[src/rtl/cpu_defs.sv]
// Shared CPU definitions: default widths, fetch FSM encoding and the halt opcode.
// Pure declarations, so no latency or backpressure applies.
package cpu_defs;

  localparam int DEF_INSTR_W = 15;
  localparam int DEF_ADDR_W  = 8;

  localparam logic [1:0] ST_FETCH   = 2'd0;
  localparam logic [1:0] ST_WAIT    = 2'd1;
  localparam logic [1:0] ST_DELIVER = 2'd2;
  localparam logic [1:0] ST_HALTED  = 2'd3;

  typedef enum logic [1:0] {
    S_FETCH   = ST_FETCH,
    S_WAIT    = ST_WAIT,
    S_DELIVER = ST_DELIVER,
    S_HALTED  = ST_HALTED
  } fetch_state_e;

  localparam logic [DEF_INSTR_W-1:0] HALT_OPCODE = {DEF_INSTR_W{1'b1}};

endpackage

[src/rtl/program_counter.sv]
// Program counter register: load (jump) has priority over inc, wraps modulo 2^ADDR_W.
// Updates one cycle after load/inc; no backpressure of its own.
module program_counter #(
  parameter int ADDR_W = 8
) (
  input  logic              clk,
  input  logic              reset,
  input  logic              inc,
  input  logic              load,
  input  logic [ADDR_W-1:0] load_val,
  output logic [ADDR_W-1:0] pc
);

  logic [ADDR_W-1:0] pc_q;
  logic [ADDR_W-1:0] pc_d;

  always_comb begin
    pc_d = pc_q;
    if (load) begin
      pc_d = load_val;
    end else if (inc) begin
      pc_d = pc_q + ADDR_W'(1);
    end
  end

  always_ff @(posedge clk) begin
    if (reset) begin
      pc_q <= '0;
    end else begin
      pc_q <= pc_d;
    end
  end

  assign pc = pc_q;

endmodule

[src/rtl/instruction_fetch.sv]
// Fetch stage: one ROM read in flight, strobe MEM_LAT+1 cycles after issue, stall gates issue only.
// FETCH_HALT_EN adds a HALTED state (entered after delivering an all-ones word) and a halted port.
module instruction_fetch
  import cpu_defs::*;
#(
  parameter int ADDR_W  = DEF_ADDR_W,
  parameter int INSTR_W = DEF_INSTR_W,
  parameter int MEM_LAT = 1
) (
  input  logic               clk,
  input  logic               reset,
  output logic               mem_rd,
  output logic [ADDR_W-1:0]  mem_addr,
  input  logic [INSTR_W-1:0] mem_rdata,
  input  logic               stall,
  input  logic               jump_en,
  input  logic [ADDR_W-1:0]  jump_addr,
  output logic [INSTR_W-1:0] instr_out,
  output logic               instr_load,
  output logic [ADDR_W-1:0]  pc_out
`ifdef FETCH_HALT_EN
  ,
  output logic               halted
`endif
);

  localparam int LAT_W = 2;
  localparam logic [LAT_W-1:0] LAT_INIT = LAT_W'(MEM_LAT - 1);
`ifdef FETCH_HALT_EN
  localparam logic [INSTR_W-1:0] HALT_WORD = {INSTR_W{1'b1}};
`endif

  fetch_state_e       state_q, state_d;
  logic [LAT_W-1:0]   lat_cnt_q, lat_cnt_d;
  logic [INSTR_W-1:0] instr_q, instr_d;
  logic [ADDR_W-1:0]  pc_out_q, pc_out_d;
  logic [ADDR_W-1:0]  pc;
  logic               issue;
  logic               capture;

  program_counter #(
    .ADDR_W(ADDR_W)
  ) u_pc (
    .clk     (clk),
    .reset   (reset),
    .inc     (capture),
    .load    (jump_en),
    .load_val(jump_addr),
    .pc      (pc)
  );

  always_comb begin
    state_d   = state_q;
    lat_cnt_d = lat_cnt_q;
    instr_d   = instr_q;
    pc_out_d  = pc_out_q;
    issue     = 1'b0;
    capture   = 1'b0;

    case (state_q)
      S_FETCH: begin
        if (!stall) begin
          issue     = 1'b1;
          lat_cnt_d = LAT_INIT;
          state_d   = S_WAIT;
        end
      end
      S_WAIT: begin
        if (lat_cnt_q == '0) begin
          capture = 1'b1;
          state_d = S_DELIVER;
        end else begin
          lat_cnt_d = lat_cnt_q - LAT_W'(1);
        end
      end
      S_DELIVER: begin
        state_d = S_FETCH;
`ifdef FETCH_HALT_EN
        if (instr_q == HALT_WORD) begin
          state_d = S_HALTED;
        end
`endif
      end
`ifdef FETCH_HALT_EN
      S_HALTED: begin
        state_d = S_HALTED;
      end
`endif
      default: begin
        state_d = S_FETCH;
      end
    endcase

    // A jump cancels both a fetch about to issue and data about to be captured.
    if (jump_en) begin
      state_d = S_FETCH;
      issue   = 1'b0;
      capture = 1'b0;
    end

    if (capture) begin
      instr_d  = mem_rdata;
      pc_out_d = pc;
    end
  end

  always_ff @(posedge clk) begin
    if (reset) begin
      state_q   <= S_FETCH;
      lat_cnt_q <= '0;
      instr_q   <= '0;
      pc_out_q  <= '0;
    end else begin
      state_q   <= state_d;
      lat_cnt_q <= lat_cnt_d;
      instr_q   <= instr_d;
      pc_out_q  <= pc_out_d;
    end
  end

  assign mem_rd     = issue & ~reset;
  assign mem_addr   = pc;
  assign instr_out  = instr_q;
  assign instr_load = (state_q == S_DELIVER);
  assign pc_out     = pc_out_q;
`ifdef FETCH_HALT_EN
  assign halted     = (state_q == S_HALTED);
`endif

endmodule

[config.mk]
export PLATFORM = sky130hd
export DESIGN_NAME = instruction_fetch
export DESIGN_NICKNAME = d
export VERILOG_FILES = /design/src/rtl/cpu_defs.sv /design/src/rtl/program_counter.sv /design/src/rtl/instruction_fetch.sv
export SDC_FILE = /design/constraint.sdc
export NUM_CORES = 1
export LEC_CHECK = 0
export CAP_MARGIN = 10
export CORE_MARGIN = 3
export CORE_UTILIZATION = 47
export CTS_BUF_LIST = sky130_fd_sc_hd__clkbuf_2 sky130_fd_sc_hd__clkbuf_4 sky130_fd_sc_hd__clkbuf_8
export CTS_CLUSTER_DIAMETER = 40
export CTS_CLUSTER_SIZE = 30
export DETAILED_ROUTE_END_ITERATION = 8
export HOLD_SLACK_MARGIN = 0.08
export PLACE_DENSITY = 0.91
export SETUP_SLACK_MARGIN = 0.5
export SYNTH_ARGS = -nofsm -noshare
export SYNTH_HDL_FRONTEND = slang
export SYNTH_SLANG_ARGS = --single-unit
[constraint.sdc]
create_clock -name clk -period 3.1 [get_ports clk]
set_input_delay 0.465 -clock clk [delete_from_list [all_inputs] [get_ports clk]]
set_output_delay 0.465 -clock clk [all_outputs]
set_load 0.02 [all_outputs]
# Word level (Yosys, flattened, before mapping)
# Cells that the tools add are included.
[word_totals]
register_bits = 35
input_bits = 27
out_inout_bits = 33
word_cells = 35
[op_classes]
addsub = 2
eq_ne = 5
n_mux = 14
bitwise = 2
reduce_logical = 7
[ops]
columns = ["cell", "count"]
rows = [
  ["8-bit two-way mux", 2],
  ["8-bit by 1-bit adder with 8-bit output, second input constant", 1],
  ["2-bit two-way mux", 4],
  ["2-bit case mux with 2 select lines", 2],
  ["1-bit two-way mux", 6],
  ["2-bit != test, second input constant", 3],
  ["2-bit logical NOT", 2],
  ["2-bit nonzero test", 2],
  ["3-bit AND reduction", 1],
  ["2-bit by 1-bit == test with 1-bit output, second input constant", 1],
  ["2-bit == test, second input constant", 1],
  ["2-bit AND reduction", 1],
  ["2-bit OR reduction", 1],
  ["2-bit by 1-bit subtractor with 2-bit output, second input constant", 1],
  ["1-bit bitwise AND", 1],
  ["1-bit inverter", 1],
]

# Logic depth before layout (Yosys ltp)
# Gate-level depths: netlist (run 1).
[logic_depth]
depth_word = 6
depth_mapped = 8

# Hierarchy
# From an unflattened synthesis (run 1), not the netlist that was laid out.
[hier_totals]
cells_unflattened = 176
area_unflattened_um2 = 1576.5
[by_module_without_submodules]
columns = ["mod", "instances", "cells_each", "area_per_inst_um2"]
rows = [
  ["instruction_fetch", 1, 123, 1112.3],
  ["program_counter", 1, 53, 464.2],
]

# Least setup slack after synthesis (run 1)
# OpenSTA, ideal clock, no wires.
[synth_timing]
path_kind = "input-to-output"
from = "input reset"
to = "output mem_rd"
arrival_time_ps = 1549
required_ps = 2635
path_slack_ps = 1086
cell_stages = 3
n_path_buf = 1
path_cell_list = "clkbuf_1 -> or2_2 -> nor4_1"
[synth_via]
elab_chain_cells = 2
[synth_lines]
columns = ["element", "line", "text"]
rows = [
  ["start: declaration", "instruction_fetch.sv:11", "input logic reset,"],
  ["1-bit inverter", "instruction_fetch.sv:121", "assign mem_rd = issue & ~reset;"],
  ["1-bit bitwise AND", "instruction_fetch.sv:121", ""],
  ["end: declaration", "instruction_fetch.sv:12", "output logic mem_rd,"],
]
# Every way passes these cells.

# Worst setup path after layout (run 1)
[layout_timing]
from = "input jump_en"
to = "output mem_rd"
[layout_via]
elab_chain_cells = 2
[layout_lines]
columns = ["element", "line", "text"]
rows = [
  ["start: declaration", "instruction_fetch.sv:16", "input logic jump_en,"],
  ["1-bit two-way mux", "instruction_fetch.sv:95", "if (jump_en) begin"],
  ["1-bit bitwise AND", "instruction_fetch.sv:121", ""],
]
# Every way passes these cells.

==> flow_metrics.py, run 1 <==
metrics = {
    "clock_tree": {
        "cts_tree": "done",
        "post_cts_buffers": 0,
        "cts_hold_buf": 0,
        "cts_made_buffers": 5,
        "insertion_delay_ps": 340,
        "htree_levels": 2,
        "cts_root_buffer": "clkbuf_4",
        "cts_resized": 0,
        "clk_pin_slew_ps": 100,
        "cts_buffer_depth": 2,
        "cts.sinks": 35,
    },
    "floorplan": {
        "pin_count": 60,
        "die_w_um": 62.2,
        "die_area_um2": 3870,
        "core_area_um2": 2880,
        "initial_core_util": 0.516,
        "die_y_um": 62.2,
        "rows": 19,
    },
    "placed_design": {
        "gp_congestion": 0.744,
        "placed_area_um2": 2080,
        "hpwl_um": 2490,
        "io_buffer_count": 59,
    },
    "cells_and_area": {
        "layout_common_cells": "clkdlybuf4s50_1, nand2_1, dfxtp_1",
        "layout-drive-gt1-share": 0.0588,
        "n_antenna_cell": 0,
        "final_common_cell": "clkdlybuf4s50_1",
        "final_nets": 266,
        "syn2layout_area_growth_pct": 44.2,
        "fin_area_um2": 2140,
    },
    "global_route": {
        "first_global_vias": 1346,
        "grt_pass1_wl_um": 6250,
        "grt_max_degree": 38,
        "grt_usage": 0.196,
        "grt-ovfl-total": 0,
        "antenna_found_initial": 0,
    },
    "critical_path": {
        "crit_chain": "clkdlybuf4s50_1 -> or2_2 -> nor4_1 -> clkdlybuf4s50_1",
        "critPathMaxStageDelay_ps": 650,
        "crit_cells": 4,
        "path_delay_family": "buffers and inverters",
        "worst-path-buf-inv": 2,
        "critPathMaxFanout": 2,
        "critPathCaptureType": "primary output",
        "slowest_stage": "clkdlybuf4s50_1",
        "arrival_ps": 1990,
        "critPathLaunchType": "input pin",
        "critPathKind": "input pin to primary output",
        "worst_path_most_repeated_cell": "clkdlybuf4s50_1",
        "cp.required_ps": 2630,
        "reg2reg_depth": 5,
    },
    "drt": {
        "vias_per_cell": 5.15,
        "via_count": 1441,
        "first_iter_violations": 65,
        "postRouteAntennaNets": 0,
        "drt-pass1-iter-count": 4,
        "drc": 0,
        "drt_wl_total_um": 3630,
        "wl_per_cell_um": 13.0,
    },
    "timing": {
        "fin_skew_ps": 3.37,
        "slew_headroom": 0.673,
        "drv_slew": 0,
        "worst_pin_slew_ps": 491,
        "finalSetupViolCount": 0,
        "post-route-period-util": 0.793,
        "finalHoldViolations": 0,
        "timing.hold.ws_ps": 458,
        "max_freq_mhz": 407,
        "finalCriticalPeriod_ps": 2460,
        "rsz0062_at_grt": "no",
        "fin_tns_setup_ps": 0,
    },
    "yosys": {
        "synth-seq-area-share": 0.472,
        "synth_nets": 211,
        "synth_edf_count": 0,
        "async_reset_ff_frac": 0,
        "ys_dominant_reg_cell": "dfxtp_1",
        "netlist_instances": 182,
        "synth-warning-count": 0,
        "yosysUniqueCellTypes": 37,
        "ys_seq_elements": 35,
        "syn_area_per_cell_um2": 8.16,
        "syn_area_um2": 1490,
    },
    "pwr": {
        "power.density_nw_per_um2": 406,
        "leakagePower_uw": 0.000726,
        "vdd_drop_max_mv": 0.318,
    },
    "flow_run": {
        "drv_cap": 0,
    },
    "hold_path": {
        "hold_depth": 2,
        "worst_hold_path_type": "register to register",
    },
    "status": {
        "status": "complete, no violations",
    },
}
[sequential cells by signal (all words and copies together) (netlist names)]
register	cells
instr_out	15
pc_out	8
lat_cnt_q	2
state_q	2
u_pc.pc	8
[area by class of cell]
class,instances,area (µm²)
fill,221,734
sequential,35,701
multi-input combinational,128,699
timing repair buffer,62,613
tap,42,52.6
clock buffer,6,45.0
inverter,5,18.8
clock inverter,2,12.5
[worst paths after layout]
kind	start	end	slack (ps)
worst max-delay path	jump_en	mem_rd	640
worst min-delay path	pc_out[7]	pc_out[7]	460
worst max register to register	lat_cnt_q[0]	u_pc.pc[5]	1270
worst min register to register	pc_out[7]	pc_out[7]	460
[routing by layer]
| metal | wire (µm) | vias to the layer above | track usage |
|---|---|---|---|
| met4 | 23 | 0 | 0.0442 |
| met3 | 271 | 5 | 0.0973 |
| met2 | 1630 | 46 | 0.293 |
| li1 | - | 740 | - |
| met5 | 0 | - | 0 |
| met1 | 1710 | 650 | 0.255 |
[report_power, final]
group / switching [µW] / leakage [µW] / internal [µW] / total (µW)
logic: 61.4 / 0.000410 / 74.0 / 135
clock network: 154 / 0.0000317 / 96.2 / 250
registers: 18.6 / 0.000285 / 465 / 484
total: 234 / 0.000726 / 635 / 869
[cells by family (layout without fill, tap and decap cells)]
| group | Yosys count | after routing | synth area share |
|---|---|---|---|
| xor gates and xnor gates | 2 | 2 | 0.0118 |
| and+or+nand+nor | 79 | 79 | 0.261 |
| DFF | 35 | 35 | 0.472 |
| adders and majority gates | 2 | 2 | 0.0168 |
| muxes | 1 | 1 | 0.00674 |
| AOI/OAI and AO/OA | 44 | 44 | 0.174 |
| buffers and inverters | 19 | 75 | 0.0573 |
[per-stage QoR]
step | std cells | total power, µW | worst slack, ps | util
floorplan | 182 | 554 | 1090 | -
global placement | 272 | 627 | 645 | 0.725
detailed placement | 272 | 629 | 623 | 0.725
CTS | 280 | 876 | 623 | 0.745
global route | 280 | 910 | 541 | 0.745
finish | 280 | 869 | 642 | 0.745
[tightest hold or removal path, stage by stage, from the launching register on]
cell	delay, ps
dfxtp_1	320
nand2_1	50
a21oi_1	50
[cell usage after synthesis (all sizes together), types with 2 or more instances]
master | n | area share
nor4 | 2 | 0.0084
inv | 5 | 0.013
buf | 6 | 0.024
nand3 | 2 | 0.0067
a21oi | 26 | 0.088
nor2 | 8 | 0.020
a311oi | 4 | 0.024
ha | 2 | 0.017
nor3 | 2 | 0.0067
o31a | 2 | 0.012
and2 | 2 | 0.0084
a211oi | 3 | 0.015
nand2 | 48 | 0.12
clkbuf | 8 | 0.020
or3 | 2 | 0.0084
dfxtp | 35 | 0.47
o21ai | 6 | 0.020
nor2b | 2 | 0.0084
or4 | 2 | 0.010
Note: power is estimated with default switching activity, not from simulation.
==> run 2, diff against run 1 <==
--- a/config.mk
+++ b/config.mk
@@ -7,13 +7,13 @@
 export LEC_CHECK = 0
 export CAP_MARGIN = 10
 export CORE_MARGIN = 3
-export CORE_UTILIZATION = 47
+export CORE_UTILIZATION = 44
 export CTS_BUF_LIST = sky130_fd_sc_hd__clkbuf_2 sky130_fd_sc_hd__clkbuf_4 sky130_fd_sc_hd__clkbuf_8
 export CTS_CLUSTER_DIAMETER = 40
 export CTS_CLUSTER_SIZE = 30
 export DETAILED_ROUTE_END_ITERATION = 8
 export HOLD_SLACK_MARGIN = 0.08
-export PLACE_DENSITY = 0.91
+export PLACE_DENSITY = 0.86
 export SETUP_SLACK_MARGIN = 0.5
 export SYNTH_ARGS = -nofsm -noshare
 export SYNTH_HDL_FRONTEND = slang
==> constraint.sdc (replaced) <==
create_clock -name clk -period 2.4 [get_ports clk]
set_input_delay 0.36 -clock clk [delete_from_list [all_inputs] [get_ports clk]]
set_output_delay 0.36 -clock clk [all_outputs]
set_load 0.02 [all_outputs]
==> run 2 against run 1 <==
  * Via count up 0.76%
  * Final area is 2.4% higher
  * Combinational power increased by 29%
  * Critical path depth unchanged
  * Clock skew shrank 1.0 ps
  * Clock power grew 110%
  * Sequential power is 29% higher
  * Highest routed layer unchanged
==> flow_metrics.py, run 2 (same netlist as run 1, synthesis figures left out) <==
metrics = {
    "drt": {
        "first_iter_violations": 74,
        "wl_per_cell_um": 13.2,
        "postRouteAntennaNets": 0,
        "drt_wl_total_um": 3720,
        "drt-pass1-iter-count": 4,
        "via_count": 1452,
        "drc": 0,
        "vias_per_cell": 5.15,
    },
    "global_route": {
        "grt_usage": 0.186,
        "first_global_vias": 1372,
        "grt-ovfl-total": 0,
        "grt_max_degree": 38,
        "antenna_found_initial": 0,
        "grt_pass1_wl_um": 6090,
    },
    "critical_path": {
        "r2r_start": "lat_cnt_q[0]",
        "critPathKind": "input pin to primary output",
        "critPathMaxFanout": 2,
        "cp.required_ps": 2040,
        "reg2reg_depth": 5,
        "r2r_setup_slack_ps": 690,
        "r2r_end": "u_pc.pc[5]",
        "critPathLaunchType": "input pin",
        "critPathCaptureType": "primary output",
        "arrival_ps": 1480,
    },
    "clock_tree": {
        "cts_root_buffer": "clkbuf_4",
        "clk_pin_slew_ps": 100,
        "cts_hold_buf": 0,
        "cts_made_buffers": 5,
        "insertion_delay_ps": 320,
        "cts.sinks": 35,
        "post_cts_buffers": 0,
        "cts_tree": "done",
        "cts_buffer_depth": 2,
        "htree_levels": 2,
    },
    "cells_and_area": {
        "final_common_cell": "clkdlybuf4s50_1",
        "layout-drive-gt1-share": 0.0714,
        "num-fill-cells": 253,
        "syn2layout_area_growth_pct": 47.7,
        "final_nets": 266,
        "largest_reg_flops": 15,
        "n_antenna_cell": 0,
        "layout_common_cells": "clkdlybuf4s50_1, nand2_1, dfxtp_1",
        "seq_area_um2": 702,
        "multi_input_area_um2": 702,
    },
    "timing": {
        "rsz0062_at_grt": "yes",
        "fin_skew_ps": 2.33,
        "finalSetupViolCount": 0,
        "worst_pin_slew_ps": 477,
        "slew_headroom": 0.682,
        "max_freq_mhz": 542,
        "finalCriticalPeriod_ps": 1840,
        "fin_tns_setup_ps": 0,
        "drv_slew": 0,
        "post-route-period-util": 0.769,
        "finalHoldViolations": 0,
    },
    "placed_design": {
        "io_buffer_count": 59,
        "hpwl_um": 2500,
        "gp_congestion": 0.709,
    },
    "floorplan": {
        "rows": 20,
        "core_area_um2": 3130,
        "die_area_um2": 4110,
        "die_y_um": 64.1,
        "die_w_um": 64.1,
        "pin_count": 60,
        "initial_core_util": 0.475,
    },
    "pwr": {
        "finalPower_uw": 1320,
        "leakagePower_uw": 0.000769,
        "power.density_nw_per_um2": 604,
        "vdd_drop_max_mv": 0.375,
    },
    "flow_run": {
        "drv_cap": 0,
    },
    "hold_path": {
        "min_from": "instr_out[2]",
        "whs_endpoint": "instr_out[2]",
        "worst_hold_path_type": "register to register",
        "hold_depth": 2,
    },
    "status": {
        "status": "complete, no violations",
    },
}
run 2: cell types whose count changed in the layout (fill, tap and decap cells not counted), sizes merged:
cell,delta
bufinv,+2
clkbuf,+1
clkdlybuf4s50,-2
clkinv,-1
clkinvlp,-1
dlymetal6s2s,+1
run 2: critical path, stage by stage:
cell,delay [ps]
clkdlybuf4s50_1,420
or2_2,310
nor4_1,180
clkbuf_2,220
run 2: worst max-delay path by stage:
stage	from	endpoint	slack [ps]
6_report	jump_en	mem_rd	560
5_1_grt	jump_en	mem_rd	480
4_1_cts	jump_en	mem_rd	450
3_5_place_dp	jump_en	mem_rd	130
3_3_place_gp	jump_en	mem_rd	150
2_1_floorplan	reset	mem_rd	600
run 2: metal layers:
metal / vias up / GRT usage / part of all wire
li1: 736 / - / -
met1: 667 / 0.224 / 0.44
met2: 47 / 0.310 / 0.48
met3: 2 / 0.0615 / 0.074
met4: 0 / 0.0607 / 0.0046
met5: - / 0 / 0
run 2: cell type report:
cell class | count | area share
clock inverters | 2 | 0.0274
repair buffers | 62 | 0.278
inverters | 5 | 0.00856
well taps | 44 | 0.0251
multi-input cells | 128 | 0.320
flip-flops and latches | 35 | 0.320
clock buffers | 6 | 0.0205
run 2: through the flow:
step	hold slack, ps	util	instances	area (µm²)	setup WS, ps
3_5_place_dp	446	0.667	274	2090	131
6_report	458	0.701	282	2190	555
2_1_floorplan	462	-	182	1490	596
3_3_place_gp	442	0.667	274	2090	145
5_1_grt	477	0.701	282	2190	480
4_1_cts	461	0.701	282	2190	447
run 2: repair_timing:
| item | CTS | global route |
|---|---|---|
| gates cloned | 0 | 0 |
| pin swaps | 0 | 0 |
| resized for setup | 4 | 3 |
| endpoints found under the hold margin | 0 | 0 |
| endpoints found under the setup margin | 2 | 3 |
run 2: power by group:
part,internal (µW),switching [µW]
logic,94.6,79.6
registers,601,23.9
clock network,336,190
==> run 3, diff against run 2 <==
==> constraint.sdc (replaced) <==
create_clock -name clk -period 1.8 [get_ports clk]
set_input_delay 0.27 -clock clk [delete_from_list [all_inputs] [get_ports clk]]
set_output_delay 0.27 -clock clk [all_outputs]
set_load 0.02 [all_outputs]
==> run 3 against run 2 <==
  * Total power rose by 15%
  * Count of clock-buffer cells in the layout did not move
  * Final area rose by 5.5%
  * Global-route usage rose by 2.8 points
  * Critical path type is now register to register
  * Cell count rose by 6.4%
  * Routed wire length rose by 14%
  * Non-clock buffer count rose by 18
  * Hold slack got worse by 140 ps
  * Die area did not move
  * Clock power fell by 18%
==> flow_metrics.py, run 3 (same netlist as run 1, synthesis figures left out) <==
metrics = {
    "cells_and_area": {
        "largest_reg_flops": 15,
        "fin_util": 0.740,
        "final_nets": 284,
        "syn2layout_area_growth_pct": 55.8,
        "layout-drive-gt1-share": 0.332,
        "n_antenna_cell": 0,
        "multi_input_area_um2": 753,
        "fin_area_um2": 2310,
        "final_common_cell": "nand2_1",
        "layout_common_cells": "nand2_1, a21oi_1, clkdlybuf4s50_1",
        "seq_area_um2": 728,
        "num-fill-cells": 263,
    },
    "clock_tree": {
        "cts_hold_buf": 0,
        "cts_buffer_depth": 2,
        "clk_pin_slew_ps": 110,
        "htree_levels": 2,
        "cts_made_buffers": 5,
        "cts_tree": "done",
        "insertion_delay_ps": 350,
        "cts_root_buffer": "clkbuf_4",
        "cts.sinks": 35,
    },
    "status": {
        "status": "complete, no violations",
    },
    "timing": {
        "timing.hold.ws_ps": 319,
        "finalCriticalPeriod_ps": 1520,
        "max_freq_mhz": 659,
        "finalSetupViolCount": 0,
        "rsz0062_at_grt": "yes",
        "slew_headroom": 0.747,
        "fin_skew_ps": 14.7,
        "drv_slew": 0,
        "finalHoldViolations": 0,
        "post-route-period-util": 0.843,
        "worst_pin_slew_ps": 380,
    },
    "flow_run": {
        "drv_cap": 0,
    },
    "placed_design": {
        "placed_area_um2": 2160,
        "hpwl_um": 2670,
        "io_buffer_count": 59,
        "gp_congestion": 0.778,
    },
    "hold_path": {
        "min_from": "reset",
        "worst_hold_path_type": "input pin to register",
    },
    "floorplan": {
        "die_y_um": 64.1,
        "rows": 20,
        "pin_count": 60,
        "core_area_um2": 3130,
        "initial_core_util": 0.475,
        "die_area_um2": 4110,
        "die_w_um": 64.1,
    },
    "pwr": {
        "power.density_nw_per_um2": 661,
        "vdd_drop_max_mv": 0.448,
        "finalPower_uw": 1530,
        "leakagePower_uw": 0.000899,
    },
    "global_route": {
        "grt_usage": 0.214,
        "grt_pass1_wl_um": 6990,
        "grt-ovfl-total": 0,
        "grt_max_degree": 37,
        "first_global_vias": 1507,
        "antenna_found_initial": 0,
    },
    "drt": {
        "drt_wl_total_um": 4230,
        "vias_per_cell": 5.25,
        "wl_per_cell_um": 14.1,
        "first_iter_violations": 53,
        "drt-pass1-iter-count": 4,
        "via_count": 1574,
        "drc": 0,
        "postRouteAntennaNets": 0,
    },
    "critical_path": {
        "crit_chain": "inv_2 -> ha_4 -> nand4b_1 -> or3_1 -> a311oi_1",
        "slowest_stage": "or3_1",
        "critPathLaunchType": "register",
        "critPathKind": "register to register",
        "path_delay_family": "simple AND/OR/NAND/NOR gates",
        "arrival_ps": 1760,
        "crit_path_end": "u_pc.pc[4]",
        "cp.required_ps": 2040,
        "critPathMaxStageDelay_ps": 380,
        "r2r_end": "u_pc.pc[4]",
        "critPathMaxFanout": 5,
        "r2r_start": "lat_cnt_q[0]",
        "worst-path-buf-inv": 1,
        "worstSetupStartpoint": "lat_cnt_q[0]",
        "critPathCaptureType": "register",
        "crit_cells": 5,
        "r2r_setup_slack_ps": 280,
        "reg2reg_depth": 5,
    },
}
-- run 3: cell count changes in the layout (fill, tap and decap cells not counted), moves of 6 or more --
cell / before / now
clkdlybuf4s50_1: 57 / 24
buf_6: 0 / 6
clkbuf_2: 1 / 21
buf_4: 3 / 14
dfxtp_1: 34 / 23
dfxtp_2: 1 / 7
-- run 3: timing repair --
action	4_1_cts	5_1_grt
cloned	1	0
hold endpoints to repair	0	0
gates resized for setup	97	45
pin swaps	10	5
buffers inserted	11	3
endpoints found under the setup margin	43	63
-- run 3: worst min-delay path by stage --
stage / endpoint / cells after the start
after global placement: pc_out[7] / 2
after floorplan: instr_out[10] / 2
after global routing: state_q[0] / 3
after detailed placement: instr_out[5] / 2
after CTS: state_q[0] / 3
final: state_q[0] / 3
-- run 3: power by group --
group          switching, µW  internal [µW]  leakage [µW]
clock                    264            166     0.0000317
combinational            126            143      0.000576
sequential              28.4            801      0.000291
total                    418           1110      0.000899
-- run 3: metal layers --
metal  up-vias  GRT usage  share of wire
met2        49      0.346           0.48
li1        779          -              -
met1       740      0.274           0.44
met4         0     0.0449          0.011
met3         6     0.0773          0.066
met5         -          0              0
-- run 3: cell type report --
type	instances	area share
Clock inverter	2	0.00541
Sequential cell	35	0.315
Inverter	5	0.00811
Clock buffer	6	0.0195
Multi-Input combinational cell	128	0.326
Tap cell	44	0.0238
Timing Repair Buffer	80	0.303
-- run 3: through the flow --
step	setup WS, ps	setup TNS [ps]	instances
floorplan	379	0	182
global placement	-233	-299	277
detailed placement	-306	-364	277
CTS	238	0	297
global route	156	0	300
finish	282	0	300
-- run 3: worst register-to-register path, stage by stage (launching register included) --
cell,delay [ps]
dfxtp_2,350
inv_2,60
ha_4,150
nand4b_1,230
or3_1,380
a311oi_1,250
